File: src/rtl/mioc_flop_driver.sv
// mioc_flop_driver: pulse sequencer driving a MIOC open-drain set/reset flop and checking its readback
module mioc_flop_driver #(
  parameter int PULSE_W  = 4,
  parameter int SETTLE_W = 2
) (
  input  logic       clk,
  input  logic       reset,
  input  logic       cmd_valid,
  output logic       cmd_ready,
  input  logic [1:0] cmd_op,
  output logic       in1,
  output logic       in2,
  output logic       in3,
  output logic       in4,
  input  logic       q_fb,
  input  logic       qbar_fb,
  output logic       rsp_valid,
  output logic       rsp_q,
  output logic       rsp_err,
  output logic       busy,
  output logic [7:0] err_cnt
);
  typedef enum logic [1:0] {IDLE, PULSE, SETTLE, RESP} state_t;
  localparam logic [7:0] PL = 8'(PULSE_W - 1);
  localparam logic [7:0] SL = 8'(SETTLE_W - 1);
  state_t     state_q, state_d;
  logic [1:0] op_q, op_d;
  logic [7:0] cnt_q, cnt_d;
  logic       q_m_q, qb_m_q, err_d, drv_d;
  // Sequencing through the shared down-counter, plus the readback check against the op's expected q
  always_comb begin
    state_d = state_q;
    op_d = op_q;
    cnt_d = cnt_q - 8'(cnt_q != 8'd0);
    if (state_q == IDLE && cmd_valid) begin
      op_d = cmd_op;
      state_d = cmd_op == 2'b00 ? SETTLE : PULSE;
      cnt_d = cmd_op == 2'b00 ? SL : PL;
    end else if (state_q == PULSE && cnt_q == 8'd0) begin
      state_d = SETTLE;
      cnt_d = SL;
    end else if (state_q == SETTLE && cnt_q == 8'd0) begin
      state_d = RESP;
    end else if (state_q == RESP) begin
      state_d = IDLE;
    end
    drv_d = state_d == PULSE;
    err_d = (q_m_q == qb_m_q) | (op_q != 2'b00 && q_m_q != (op_q == 2'b01));
  end
  // All outputs are registered from next-state; the response register forms the second synchronizer stage
  always_ff @(posedge clk) begin
    if (reset) begin
      state_q <= IDLE;
      op_q <= 2'b00;
      cnt_q <= '0;
      q_m_q <= 1'b0;
      qb_m_q <= 1'b0;
      cmd_ready <= 1'b1;
      busy <= 1'b0;
      in1 <= 1'b0;
      in2 <= 1'b0;
      in3 <= 1'b1;
      in4 <= 1'b0;
      rsp_valid <= 1'b0;
      rsp_q <= 1'b0;
      rsp_err <= 1'b0;
      err_cnt <= '0;
    end else begin
      state_q <= state_d;
      op_q <= op_d;
      cnt_q <= cnt_d;
      q_m_q <= q_fb;
      qb_m_q <= qbar_fb;
      cmd_ready <= state_d == IDLE;
      busy <= state_d != IDLE;
      in1 <= drv_d && op_d == 2'b10;
      in2 <= drv_d && op_d == 2'b11;
      in3 <= !(drv_d && op_d == 2'b11);
      in4 <= drv_d && op_d == 2'b01;
      rsp_valid <= state_d == RESP;
      if (state_d == RESP) begin
        rsp_q <= q_m_q;
        rsp_err <= err_d;
        if (err_d && err_cnt != 8'hff) err_cnt <= err_cnt + 8'd1;
      end
    end
  end
endmodule

File: config.mk
export PLATFORM = sky130hd
export DESIGN_NAME = mioc_flop_driver
export DESIGN_NICKNAME = d
export VERILOG_FILES = /design/src/rtl/mioc_flop_driver.sv
export SDC_FILE = /design/constraint.sdc
export NUM_CORES = 1
export LEC_CHECK = 0
export ABC_AREA = 1
export CAP_MARGIN = 20
export CORE_MARGIN = 5
export CORE_UTILIZATION = 52
export CTS_CLUSTER_DIAMETER = 120
export DETAILED_ROUTE_END_ITERATION = 7
export PLACE_DENSITY = 0.78
export SLEW_MARGIN = 30
export SYNTH_ARGS = -nofsm -noshare
export SYNTH_HDL_FRONTEND = slang
export SYNTH_SLANG_ARGS = --single-unit
File: constraint.sdc
create_clock -name clk -period 2.31 [get_ports clk]
set_clock_uncertainty 0.1 [all_clocks]
set_input_delay 0.462 -clock clk [delete_from_list [all_inputs] [get_ports clk]]
set_output_delay 0.462 -clock clk [all_outputs]
set_load 0.1 [all_outputs]
==> results.py, run 1 <==
metrics = {
    "clock_tree": {
        "path_clk_slew_ns": 0.10,
        "cts_htree_levels": 2,
        "cts_sinks": 31,
        "cts_tree": "done",
        "cts_buffer_depth": 2,
        "cts_buffers": 5,
        "root_buffer": "clkbuf_4",
        "worst_skew_pair.late_latency_ns": 0.32,
        "ctsResizeCount": 0,
        "post_cts_buffers": 0,
        "postCtsHoldBufs": 0,
    },
    "run": {
        "maxCapViolCount": 0,
    },
    "floorplanning": {
        "design.portCount": 24,
        "die_area_um2": 3950,
        "fp.dieW_um": 62.8,
        "rows": 19,
        "initial_utilization": 0.535,
        "core_um2": 2710,
        "die_y_um": 62.8,
    },
    "critical_path": {
        "cp_max_fo": 4,
        "critPathRequiredTime_ns": 2.42,
        "arrival_ns": 1.87,
        "cp-end-kind": "register",
        "start_kind": "register",
        "worstSetupPathType": "register to register",
    },
    "detailed_routing": {
        "post_drt_via_cell_ratio": 5.04,
        "post_drt_wl_per_cell_um": 11.3,
        "drc": 0,
        "drtPass1Iterations": 4,
        "routed_wl_mm": 2.84,
        "ant_nets": 0,
        "drt_iter0_drc": 66,
        "vias": 1264,
    },
    "synth": {
        "ys_seq_area_frac": 0.428,
        "synth_top_area_frac": 0.428,
        "synthXorXnorAreaFrac": 0.0362,
        "synth_common_cells": "nand2_1, dfxtp_1, nor2_1",
        "synth_fa_ha_area_frac": 0.0259,
        "yosys.cell_types.count": 26,
        "post-synth-top-count-cell": "nand2_1",
        "synth_edf_count": 0,
        "netlist_area_um2": 1450,
        "synthArstFlopShare": 0,
        "syn-instance-count": 191,
        "synth-seq-cells": 31,
        "synth_compound_area_frac": 0.0794,
        "synth_top_family_by_area": "simple AND/OR/NAND/NOR gates",
        "synth.top_cells.by_area": "dfxtp_1, nand2_1, nor2_1",
        "yosys_warnings": 0,
        "synth_top_area_cell": "dfxtp_1",
        "synth_nets": 201,
        "synth.avg_cell_area_um2": 7.59,
        "synthSimpleGateAreaFrac": 0.355,
        "ys.flop_type": "dfxtp_1",
        "synthMuxAreaShare": 0,
    },
    "finish": {
        "drive_gt1_frac": 0.223,
        "n_fill_cell": 243,
        "postLayoutCoreUtil": 0.633,
        "layoutNonFillerInstCount": 251,
        "n_antenna_cell": 0,
        "nets": 229,
        "area_growth_pct": 18.3,
        "fin_area_um2": 1720,
    },
    "timing": {
        "fin_crit_sh": 0.760,
        "holdWs_ns": 0.397,
        "max_freq_mhz": 570,
        "worst_pin_slew_ns": 0.456,
        "tns_ns": 0,
        "finalSetupViolations": 0,
        "postLayoutSetupSlackWorst_ns": 0.555,
        "hold_viol": 0,
        "slew_headroom": 0.695,
        "rsz0062_at_grt": "false",
        "fin_crit_ns": 1.75,
        "drv_slew": 0,
    },
    "global_route": {
        "grt_pass1_wl_mm": 5.07,
        "grtUsageTotal": 0.159,
        "grt_pass1_vias": 1209,
        "antenna_found_initial": 0,
        "grt_max_degree": 18,
        "globalRoute.totalOverflow": 0,
    },
    "pwr": {
        "power_mw": 2.03,
        "swShare": 0.462,
        "peakVddDrop_mv": 1.07,
        "cellLeakagePower_nw": 0.768,
        "power_frac_clock": 0.144,
        "p_sw_mw": 0.935,
        "p_int_mw": 1.09,
        "power.density_nw_per_um2": 1180,
        "seq_power_share": 0.364,
        "pwr-share-comb": 0.492,
    },
    "place": {
        "place_hpwl_mm": 2.14,
        "dp_slack_ns": 0.422,
        "dpl_cell_area_um2": 1670,
        "gp_congestion": 0.834,
        "dpl.cell_count": 243,
        "io_buffers": 23,
    },
    "outcome": {
        "status": "finished clean",
    },
    "min_path": {
        "hold_path.class": "register to register",
    },
}
critical path: stages (launching register included):
cell and delay, ns:
dfxtp_1 0.38, nor2_4 0.17, nand2_4 0.09, nor2_4 0.12, inv_1 0.05, ha_1 0.20
ha_1 0.23, nand3_1 0.11, xor2_1 0.15, nor2_1 0.06
power groups by stage:
stage / Clock, mW / Combinational, mW / Sequential (mW)
floorplan: 0 / 0.636 / 0.939
global placement: 0 / 0.984 / 0.744
detailed placement: 0 / 1.00 / 0.750
CTS: 0.305 / 1.01 / 0.739
global route: 0.335 / 1.11 / 0.754
finish: 0.291 / 0.997 / 0.738
cell families after synthesis:
logic type | Yosys count
adder cells (fa/ha/maj) | 3
AND/OR/NAND/NOR | 102
flip-flops | 31
AO/OA/AOI/OAI | 22
buffers and inverters | 27
XOR/XNOR | 6
registers in the layout, summed over array words and instances (netlist names), 2 cells and up:
name     count
err_cnt      8
state_q      2
cnt_q        8
op_q         2
cell usage in the layout (no fill, tap or decap), types with 6 or more instances in the layout:
master	count
nand2_1	38
nand3_1	15
dfxtp_1	31
inv_1	18
inv_2	6
nand2_2	7
buf_4	18
a21oi_1	12
clkdlybuf4s50_1	6
nor2_1	24
layout make-up:
cell class                      count  area (um^2)  share of cell area
Clock buffer                        7         45.0              0.0263
Clock inverter                      1         5.00             0.00292
Inverter                           24         90.1              0.0525
Multi-Input combinational cell    133          721               0.420
Sequential cell                    31          621               0.362
Tap cell                           31         38.8              0.0226
Timing Repair Buffer               24          195               0.114
final timing paths:
kind	to	startpoint	slack, ns	cells past startpoint
worst min-delay path	rsp_err$_SDFFE_PP0N_	rsp_err$_SDFFE_PP0N_	0.40	2
worst min register to register	rsp_err$_SDFFE_PP0N_	rsp_err$_SDFFE_PP0N_	0.40	2
worst max-delay path	cnt_q[6]$_SDFF_PP0_	cnt_q[4]$_SDFF_PP0_	0.56	9
worst max register to register	cnt_q[6]$_SDFF_PP0_	cnt_q[4]$_SDFF_PP0_	0.56	9
metal layers:
| metal | GRT usage | wire length, um |
|---|---|---|
| met5 | 0 | 0 |
| met4 | 0.0637 | 25 |
| met3 | 0.0683 | 168 |
| met2 | 0.247 | 1370 |
| met1 | 0.192 | 1280 |
Note: power is estimated with default switching activity, not from simulation.
==> run 2: changes to the inputs <==
--- a/config.mk
+++ b/config.mk
@@ -8,10 +8,10 @@
 export ABC_AREA = 1
 export CAP_MARGIN = 20
 export CORE_MARGIN = 5
-export CORE_UTILIZATION = 52
+export CORE_UTILIZATION = 47
 export CTS_CLUSTER_DIAMETER = 120
 export DETAILED_ROUTE_END_ITERATION = 7
-export PLACE_DENSITY = 0.78
+export PLACE_DENSITY = 0.75
 export SLEW_MARGIN = 30
 export SYNTH_ARGS = -nofsm -noshare
 export SYNTH_HDL_FRONTEND = slang
==> constraint.sdc (replaced) <==
create_clock -name clk -period 1.5 [get_ports clk]
set_clock_uncertainty 0.1 [all_clocks]
set_input_delay 0.3 -clock clk [delete_from_list [all_inputs] [get_ports clk]]
set_output_delay 0.3 -clock clk [all_outputs]
set_load 0.1 [all_outputs]
==> results.py, run 2 (same netlist as run 1, synthesis figures left out) <==
metrics = {
    "clock_tree": {
        "cts_htree_levels": 2,
        "root_buffer": "clkbuf_4",
        "cts_sinks": 31,
        "cts_buffers": 5,
        "cts_buffer_depth": 2,
        "worst_skew_pair.late_latency_ns": 0.34,
        "path_clk_slew_ns": 0.09,
        "cts_tree": "done",
    },
    "place": {
        "dp_slack_ns": -0.214,
        "io_buffers": 23,
        "place_hpwl_mm": 2.52,
        "gp_congestion": 0.800,
        "dpl_cell_area_um2": 2090,
        "dpl.cell_count": 263,
    },
    "critical_path": {
        "critPathRequiredTime_ns": 1.64,
        "cp-end-kind": "register",
        "start_kind": "register",
        "cp_cell_sequence": "nor2_4 > nand2_4 > nor2_4 > inv_2 > ha_4 > ha_4 > nand2_2 > xor2_1 > nor2_1",
        "ff2ff_path_depth": 9,
        "worstSetupPathType": "register to register",
        "slowest_stage": "dfxtp_2",
        "path_buf_inv": 1,
        "arrival_ns": 1.71,
        "cp_max_fo": 3,
        "reg2reg_slack_ns": -0.07,
        "max_stage_delay_ns": 0.34,
        "r2r-start": "cnt_q[4]$_SDFF_PP0_",
        "timing.rr.end": "cnt_q[4]$_SDFF_PP0_",
        "critPathTopFamily": "simple AND/OR/NAND/NOR gates",
    },
    "finish": {
        "postLayoutCoreUtil": 0.771,
        "drive_gt1_frac": 0.427,
        "final_common_cell": "nand2_1",
        "layoutNonFillerInstCount": 274,
        "area_growth_pct": 59.6,
        "reg_top3": "cnt_q x8, err_cnt x8",
        "final_cell_mix": "nand2_1, nor2_1, dfxtp_1, buf_12",
        "multi_input_comb_area_um2": 870,
        "fin_area_um2": 2310,
        "n_fill_cell": 179,
        "n_antenna_cell": 0,
        "layout.area.seq_um2": 649,
        "nets": 250,
    },
    "timing": {
        "max_freq_mhz": 636,
        "drv_slew": 0,
        "hold_viol": 0,
        "fin_crit_sh": 1.05,
        "tns_ns": -0.393,
        "holdWs_ns": 0.362,
        "postLayoutSetupSlackWorst_ns": -0.0723,
        "finalSetupViolations": 11,
        "slew_headroom": 0.772,
        "worst_pin_slew_ns": 0.338,
        "rsz0062_at_grt": "true",
        "fin_crit_ns": 1.57,
    },
    "pwr": {
        "p_sw_mw": 1.85,
        "cellLeakagePower_nw": 0.987,
        "p_int_mw": 2.46,
        "power_frac_clock": 0.131,
        "pwr-share-comb": 0.598,
        "power_mw": 4.31,
        "seq_power_share": 0.271,
        "peakVddDrop_mv": 1.98,
        "swShare": 0.429,
        "power.density_nw_per_um2": 1860,
    },
    "detailed_routing": {
        "met1Wirelength_mm": 1.49,
        "post_drt_via_cell_ratio": 5.35,
        "vias": 1465,
        "wl_met3_um": 239,
        "highest_layer": "met4",
        "post_drt_wl_per_cell_um": 13.8,
        "drt_iter0_drc": 85,
        "drc": 0,
        "dr_wl_met2_mm": 1.95,
        "ant_nets": 0,
        "drtPass1Iterations": 4,
        "routed_wl_mm": 3.77,
    },
    "floorplanning": {
        "die_area_um2": 4300,
        "fp.dieW_um": 65.5,
        "initial_utilization": 0.483,
        "design.portCount": 24,
        "rows": 20,
        "core_um2": 3000,
        "die_y_um": 65.5,
    },
    "min_path": {
        "whs_endpoint": "qb_m_q$_SDFF_PP0_",
        "hold_path.class": "primary input to register",
        "whs_path_depth": 3,
        "hold_start": "qbar_fb",
    },
    "global_route": {
        "grt_pass1_wl_mm": 6.11,
        "globalRoute.totalOverflow": 0,
        "grtUsageTotal": 0.188,
        "grt_max_degree": 18,
        "grt_pass1_vias": 1421,
        "antenna_found_initial": 0,
    },
    "outcome": {
        "violations": "negative setup slack",
        "status": "finished with violations",
    },
    "run": {
        "maxCapViolCount": 0,
    },
}
-- run 2: final cells by class --
cell class | count | area share
inverter | 24 | 0.0389
clock buffer | 8 | 0.0297
timing repair buffer | 44 | 0.257
multi-input combinational | 134 | 0.376
tap | 33 | 0.0178
sequential | 31 | 0.281
-- run 2: repair_timing --
action	in CTS	in global routing
pin swaps	11	13
gates resized for setup	5	26
hold buffers	0	0
setup endpoints to repair	3	23
buffers inserted	1	1
gates cloned	0	2
-- run 2: worst max-delay path by stage --
stage | depth (start not counted) | to | from | slack [ns]
after detailed placement | 6 | in1$_SDFF_PP0_ | cmd_valid | -0.21
after global placement | 6 | in1$_SDFF_PP0_ | cmd_valid | -0.11
final | 9 | cnt_q[4]$_SDFF_PP0_ | cnt_q[4]$_SDFF_PP0_ | -0.07
after floorplan | 9 | err_cnt[3]$_SDFFE_PP0P_ | err_cnt[0]$_SDFFE_PP0P_ | -0.03
after global routing | 10 | cnt_q[5]$_SDFF_PP0_ | cnt_q[1]$_SDFF_PP0_ | -0.17
after CTS | 9 | cnt_q[6]$_SDFF_PP0_ | cnt_q[6]$_SDFF_PP0_ | -0.002
-- run 2: worst register-to-register path, delay by kind of cell, from the launching register on --
family	cells	cell delay, ns
xor+xnor	1	0.17
buf+inv	1	0.05
simple gates	5	0.46
fa+ha+maj	2	0.34
flops	1	0.34
-- run 2: per-layer routing --
metal  global-route usage  up-vias
met3               0.0735       12
met2                0.346       45
met1                0.187      699
met4               0.0725        0
met5                    0        -
li1                     -      709
-- run 2: power by group through the flow --
stage                     Combinational (mW)  Sequential, mW  Clock (mW)
after CTS                               2.29            1.14       0.566
after floorplan                         1.09            1.45           0
final                                   2.58            1.17       0.565
after detailed placement                2.20            1.15           0
after global placement                  2.12            1.14           0
after global routing                    2.81            1.18       0.610
